`src/rtl/memory_stage.sv`:
```
// Memory stage: single-outstanding LD/ST issue with bounded wait, sticky timeout flag, and writeback.
// Registered outputs (1-cycle ALU latency); stall_upstream is combinational and holds earlier stages during an access.
module memory_stage #(
  parameter int         MEM_TIMEOUT = 15,
  parameter logic [2:0] DEST_NULL   = 3'd7
) (
  input  logic        clk,
  input  logic        reset,
  input  logic [3:0]  ex_op,
  input  logic [2:0]  ex_dest,
  input  logic [15:0] ex_value,
  input  logic [15:0] ex_store_data,
  input  logic        ex_write_enable,
  output logic        stall_upstream,
  output logic        mem_req,
  output logic        mem_we,
  output logic [15:0] mem_addr,
  output logic [15:0] mem_wdata,
  input  logic [15:0] mem_rdata,
  input  logic        mem_ack,
  output logic [2:0]  wb_dest,
  output logic [15:0] wb_value,
  output logic        wb_write_enable,
  output logic        mem_error
);

  localparam logic [3:0] OP_ADD = 4'h0;
  localparam logic [3:0] OP_LD  = 4'h3;
  localparam logic [3:0] OP_ST  = 4'h4;
  localparam logic [3:0] OP_SUB = 4'hf;

  localparam int CW = (MEM_TIMEOUT > 1) ? $clog2(MEM_TIMEOUT) : 1;
  localparam logic [CW-1:0] LAST_WAIT = CW'(MEM_TIMEOUT - 1);

  typedef enum logic {ST_IDLE, ST_WAIT} state_t;

  state_t        state, state_nx;
  logic [CW-1:0] wait_count, wait_count_nx;
  logic [2:0]    dest_lat, dest_lat_nx;
  logic          mem_req_nx, mem_we_nx, wb_we_nx, mem_error_nx;
  logic [15:0]   mem_addr_nx, mem_wdata_nx, wb_value_nx;
  logic [2:0]    wb_dest_nx;
  logic          is_mem_op, timeout_hit;

  assign is_mem_op   = (ex_op == OP_LD) || (ex_op == OP_ST);
  assign timeout_hit = (state == ST_WAIT) && !mem_ack && (wait_count == LAST_WAIT);

  // Reset forces the IDLE view so upstream sees a stall for a presented LD/ST even while reset is held.
  assign stall_upstream = (reset || state == ST_IDLE) ? is_mem_op
                                                      : (!mem_ack && !timeout_hit);

  always_comb begin
    state_nx      = state;
    wait_count_nx = wait_count;
    dest_lat_nx   = dest_lat;
    mem_req_nx    = mem_req;
    mem_we_nx     = mem_we;
    mem_addr_nx   = mem_addr;
    mem_wdata_nx  = mem_wdata;
    wb_dest_nx    = wb_dest;
    wb_value_nx   = wb_value;
    wb_we_nx      = 1'b0;
    mem_error_nx  = mem_error;
    case (state)
      ST_IDLE: begin
        if (ex_op == OP_ADD || ex_op == OP_SUB) begin
          wb_dest_nx  = ex_dest;
          wb_value_nx = ex_value;
          wb_we_nx    = ex_write_enable && (ex_dest != DEST_NULL);
        end else if (is_mem_op) begin
          state_nx      = ST_WAIT;
          dest_lat_nx   = ex_dest;
          mem_req_nx    = 1'b1;
          mem_addr_nx   = ex_value;
          mem_we_nx     = (ex_op == OP_ST);
          mem_wdata_nx  = ex_store_data;
          wait_count_nx = '0;
        end
      end
      ST_WAIT: begin
        // Ack wins over a coincident timeout.
        if (mem_ack) begin
          state_nx   = ST_IDLE;
          mem_req_nx = 1'b0;
          if (!mem_we) begin
            wb_dest_nx  = dest_lat;
            wb_value_nx = mem_rdata;
            wb_we_nx    = (dest_lat != DEST_NULL);
          end
        end else if (timeout_hit) begin
          state_nx     = ST_IDLE;
          mem_req_nx   = 1'b0;
          mem_error_nx = 1'b1;
        end else begin
          wait_count_nx = wait_count + 1'b1;
        end
      end
      default: state_nx = ST_IDLE;
    endcase
  end

  always_ff @(posedge clk) begin
    if (reset) begin
      state           <= ST_IDLE;
      wait_count      <= '0;
      dest_lat        <= '0;
      mem_req         <= 1'b0;
      mem_we          <= 1'b0;
      mem_addr        <= '0;
      mem_wdata       <= '0;
      wb_dest         <= '0;
      wb_value        <= '0;
      wb_write_enable <= 1'b0;
      mem_error       <= 1'b0;
    end else begin
      state           <= state_nx;
      wait_count      <= wait_count_nx;
      dest_lat        <= dest_lat_nx;
      mem_req         <= mem_req_nx;
      mem_we          <= mem_we_nx;
      mem_addr        <= mem_addr_nx;
      mem_wdata       <= mem_wdata_nx;
      wb_dest         <= wb_dest_nx;
      wb_value        <= wb_value_nx;
      wb_write_enable <= wb_we_nx;
      mem_error       <= mem_error_nx;
    end
  end

endmodule

```
`config.mk`:
```
export PLATFORM = sky130hd
export DESIGN_NAME = memory_stage
export DESIGN_NICKNAME = d
export VERILOG_FILES = /design/src/rtl/memory_stage.sv
export SDC_FILE = /design/constraint.sdc
export NUM_CORES = 1
export LEC_CHECK = 0
export ABC_CLOCK_PERIOD_IN_PS = 1800
export CAP_MARGIN = 15
export CORE_MARGIN = 1
export CORE_UTILIZATION = 30
export CTS_CLUSTER_DIAMETER = 80
export DETAILED_ROUTE_END_ITERATION = 10
export GPL_ROUTABILITY_DRIVEN = 0
export GPL_TIMING_DRIVEN = 1
export MAX_ROUTING_LAYER = met4
export PLACE_DENSITY = 0.71
export SLEW_MARGIN = 40
export SYNTH_ARGS = -nofsm -noshare
export SYNTH_HDL_FRONTEND = slang
export SYNTH_SLANG_ARGS = --single-unit
export TNS_END_PERCENT = 100
```
`constraint.sdc`:
```
create_clock -name clk -period 1.8 [get_ports clk]
set_input_delay 0.27 -clock clk [delete_from_list [all_inputs] [get_ports clk]]
set_output_delay 0.27 -clock clk [all_outputs]
set_load 0.02 [all_outputs]
```
# --- Word-level counts from Yosys, hierarchy flattened ---
# Index checks and enable logic that the tools add are counted.
totals:
  mem_bits_ro: 0
  ramBits: 0
  memories: 0
  latchBits: 0
  elab_cells: 72
  output_inout_bits: 56
  register_bits: 63
classes:
  mul: 0
  n_bitwise: 3
  div: 0
  n_reduce_logical: 15
  n_mux: 28
  n_eq_ne: 14
  order_cmp: 0
  shift: 0
  addsub: 1
op_table:
  columns: ["cell", "count"]
  rows:
  - ["$mux 16", 3]
  - ["$pmux 16 s2", 1]
  - ["$mux 4", 4]
  - ["$mux 1", 12]
  - ["$ne 2x2->1 const B", 6]
  - ["$reduce_and 3->1", 4]
  - ["$mux 3", 3]
  - ["$eq 4x4->1 const B", 2]
  - ["$pmux 4 s2", 1]
  - ["$ne 3x3->1 const B", 2]
  - ["$pmux 1 s2", 3]
  - ["$pmux 3 s2", 1]
  - ["$add 4x1->4 const B", 1]
  - ["$eq 4x2->1 const B", 1]
  - ["$eq 4x3->1 const B", 1]
  - ["$logic_and 1x1->1", 4]
  - ["$logic_not 4->1", 1]
  - ["$reduce_and 4->1", 1]
  - ["$logic_or 1x1->1", 3]
  - ["$ne 3x2->1 const B", 1]
  - ["$not 1->1", 3]
  - ["$logic_not 1->1", 2]
  - ["$ne 2x1->1 const B", 1]

# --- Longest topological paths before layout ---
depth:
  ltp_word: 6
  ltp_mapped: 7
  ltp_nobuf: 6

# --- Worst setup path before layout ---
# No wires, ideal clock.
synth_path:
  path_type: "reg2out"
  start: "register wait_count[0]"
  end: "output port stall_upstream"
  arrival_time_ns: 1.367
  path_stages_with_launch: 6
  required_time_ns: 1.530
  setup_slack_ns: 0.163
  n_path_buf: 0
  path_cell_list: "dfxtp_1 -> inv_1 -> ha_1 -> nand3_1 -> nand2_1 -> o21ai_0"
synth_via:
  elab_chain_cells: 5
synth_rtl:
  columns: ["item", "line", "source"]
  rows:
  - ["from (decl)", "38", "logic [CW-1:0] wait_count, wait_count_nx;"]
  - ["from (signal assigned)", "117", "wait_count <= wait_count_nx;"]
  - ["$eq 4x4->1", "46", "assign timeout_hit = (state == ST_WAIT) && !mem_ack && (wait_count == LAST_WAIT);"]
  - ["$logic_and 1x1->1", "46", null]
  - ["$logic_not 1->1", "50", ": (!mem_ack && !timeout_hit);"]
  - ["$logic_and 1x1->1", "50", null]
  - ["$mux 1", "49", "assign stall_upstream = (reset || state == ST_IDLE) ? is_mem_op"]
  - ["to (decl)", "14", "output logic stall_upstream,"]
# No other way between the ends.

# --- Worst setup path after layout ---
# Same ends and word-level chain as after synthesis.

==> impl_metrics.json <==
{
  "slew_viol_final": 0,
  "cts_tree": "built",
  "rsz0062_at_grt": "no",
  "dp_slack_ns": -0.291,
  "num_io_pins": 115,
  "hold_path_class": "reg -> reg",
  "antenna_cells": 0,
  "status": "finished clean",
  "dp_cells": 516,
  "yosysUniqueCellTypes": 30,
  "die_x_um": 92.9,
  "hold_viol": 0,
  "clk_pin_slew_ns": 0.07,
  "fmax_mhz": 595,
  "area_growth_pct": 62.2,
  "cpPeakStageDelay_ns": 0.33,
  "slew_headroom_pct": 55.4,
  "power_density_nw_per_um2": 772,
  "synth_common_cells": "nand2_1, dfxtp_1, a21oi_1, nand3_1, a22oi_1",
  "final_cells": 532,
  "drc_errors": 0,
  "async_flop_share_pct": 0,
  "io_buffers": 114,
  "peakVddDrop_uv": 320,
  "grt_max_degree": 64,
  "viasPerCell": 4.87,
  "clkSinkCount": 63,
  "critPathMaxFanout": 2,
  "synth_top_area_cell": "dfxtp_1",
  "r2r-start": "state",
  "worst-endpoint-arrival_ns": 1.41,
  "clk_path_buf_depth": 2,
  "crit_type": "reg -> out",
  "synth_edf_count": 0,
  "fin_crit_sh_pct": 93.4,
  "grt_pass1_vias": 2591,
  "utilization_pct": 51.2,
  "grt_pass1_wl_um": 12100,
  "layout.nets": 486,
  "fin_area_um2": 4020,
  "synthesis.area_um2": 2480,
  "rows": 32,
  "min_from": "mem_addr[10]",
  "tns_ns": 0,
  "hold_buffers": 0,
  "yosys_warnings": 0,
  "post_cts_buffers": 0,
  "synth_nets": 361,
  "crit_path_end_kind": "output port",
  "grt.overflow.total": 0,
  "min_period_ns": 1.68,
  "nFillCells": 784,
  "crit_required_ns": 1.53,
  "crit_path_start_kind": "flip-flop",
  "fin_ws_ns": 0.118,
  "root_buffer": "clkbuf_8",
  "ys.flop_type": "dfxtp_1",
  "grt_util_all_layers_pct": 18.1,
  "place_area_um2": 3840,
  "skew_ns": 0.00875,
  "ys_top_cells_by_area": "dfxtp_1, a21oi_1, nand2_1",
  "synth_most_common_cell": "nand2_1",
  "core_um2": 7850,
  "die_height_um": 92.9,
  "dr.pass1.iters": 6,
  "critPathSlowestCell": "dfxtp_1",
  "syn_avg_cell_area_um2": 8.25,
  "first_iter_violations": 107,
  "ys_ff_latch": 63,
  "wl_um": 7400,
  "synthCells": 300,
  "cap_violations": 0,
  "wire_per_inst_um": 13.9,
  "ys_seq_area_share_pct": 50.9,
  "die-area_um2": 8620,
  "cp-startpoint": "wait_count[0]",
  "cellLeakagePower_nw": 1.40,
  "insertion_delay_ns": 0.34,
  "place_hpwl_um": 5240,
  "drt.antenna.violating_nets": 0,
  "path_cells": "inv_1, ha_1, nand3_1, nand2_1, o21ai_1, buf_2",
  "cts-buffers-inserted": 9,
  "layout-drive-gt1-share_pct": 10.7,
  "htreeDepth": 3,
  "setup_viol": 0,
  "start_util_pct": 31.6,
  "worstMarginPinSlew_ns": 0.669,
  "via_count": 2593,
  "antenna_found_initial": 0,
  "synth_top_area_share_pct": 50.9
}
==> critical path: cells and delay by family (launching register included) <==
| kind | cells | cell delay [ns] |
|---|---|---|
| fa+ha+maj | 1 | 0.21 |
| compound gates | 1 | 0.12 |
| flops | 1 | 0.33 |
| buf+inv | 2 | 0.23 |
| simple gates | 2 | 0.19 |
==> cell usage in the layout (no fill, tap or decap), drive strengths merged, types with 2 or more instances in the layout <==
cell type        n
o21ai            3
buf             25
a31oi            2
a21oi           60
clkdlybuf4s50  112
a22oi           19
nand2           73
nand3           30
clkbuf          10
inv              5
nor2             5
clkinv           3
ha               2
nand3b           3
dfxtp           63
==> area by class of cell <==
type	count	area, µm²	share of cell area (%)
repair buffers	137	1340	33.4
flip-flops and latches	63	1260	31.4
multi-input cells	211	1090	27.2
clock buffers	10	138	3.43
well taps	102	128	3.18
clock inverters	6	43.8	1.09
inverters	3	11.3	0.280
==> repair_timing <==
item                                   4_1_cts  5_1_grt
gates resized for setup                      5        1
setup endpoints to repair                    1        1
endpoints found under the hold margin        0        0
==> power by group <==
part,switching [mW],internal (mW)
clock network,0.575,0.544
registers,0.0286,1.45
logic,0.235,0.272
total,0.838,2.26
==> metrics by stage <==
step	power [mW]	hold slack, ns
floorplan	1.71	0.406
global placement	2.01	0.443
detailed placement	2.02	0.447
CTS	3.13	0.458
global route	3.24	0.475
finish	3.10	0.454
==> state kept, by name, indices dropped and copies added, names as in the netlist <==
name and cells:
mem_addr 16, mem_wdata 16, wb_value 16, wait_count 4, dest_lat 3, wb_dest 3
mem_error 1, mem_req 1, mem_we 1, state 1, wb_write_enable 1
==> path summary, 6_finish.rpt <==
check,slack (ns),end,cells after the start
min reg2reg,0.45,mem_addr[10],2
max,0.12,stall_upstream,6
min,0.45,mem_addr[10],2
max reg2reg,0.31,mem_wdata[3],6
==> logic make-up after synthesis <==
kind of cell,Yosys count,share of synthesized area (%)
compound gates,91,21.5
fa+ha+maj,2,1.01
buf+inv,26,5.36
flops,63,50.9
simple gates,118,21.2
==> routing by layer <==
layer	vias to the layer above	track usage, %	part of all wire [%]
li1	1292	-	-
met1	1216	21.2	44
met2	74	30.3	50
met3	11	3.86	4.9
met4	0	6.79	1.5
met5	-	-	0
No activity file was read; power rests on OpenSTA's default activity.
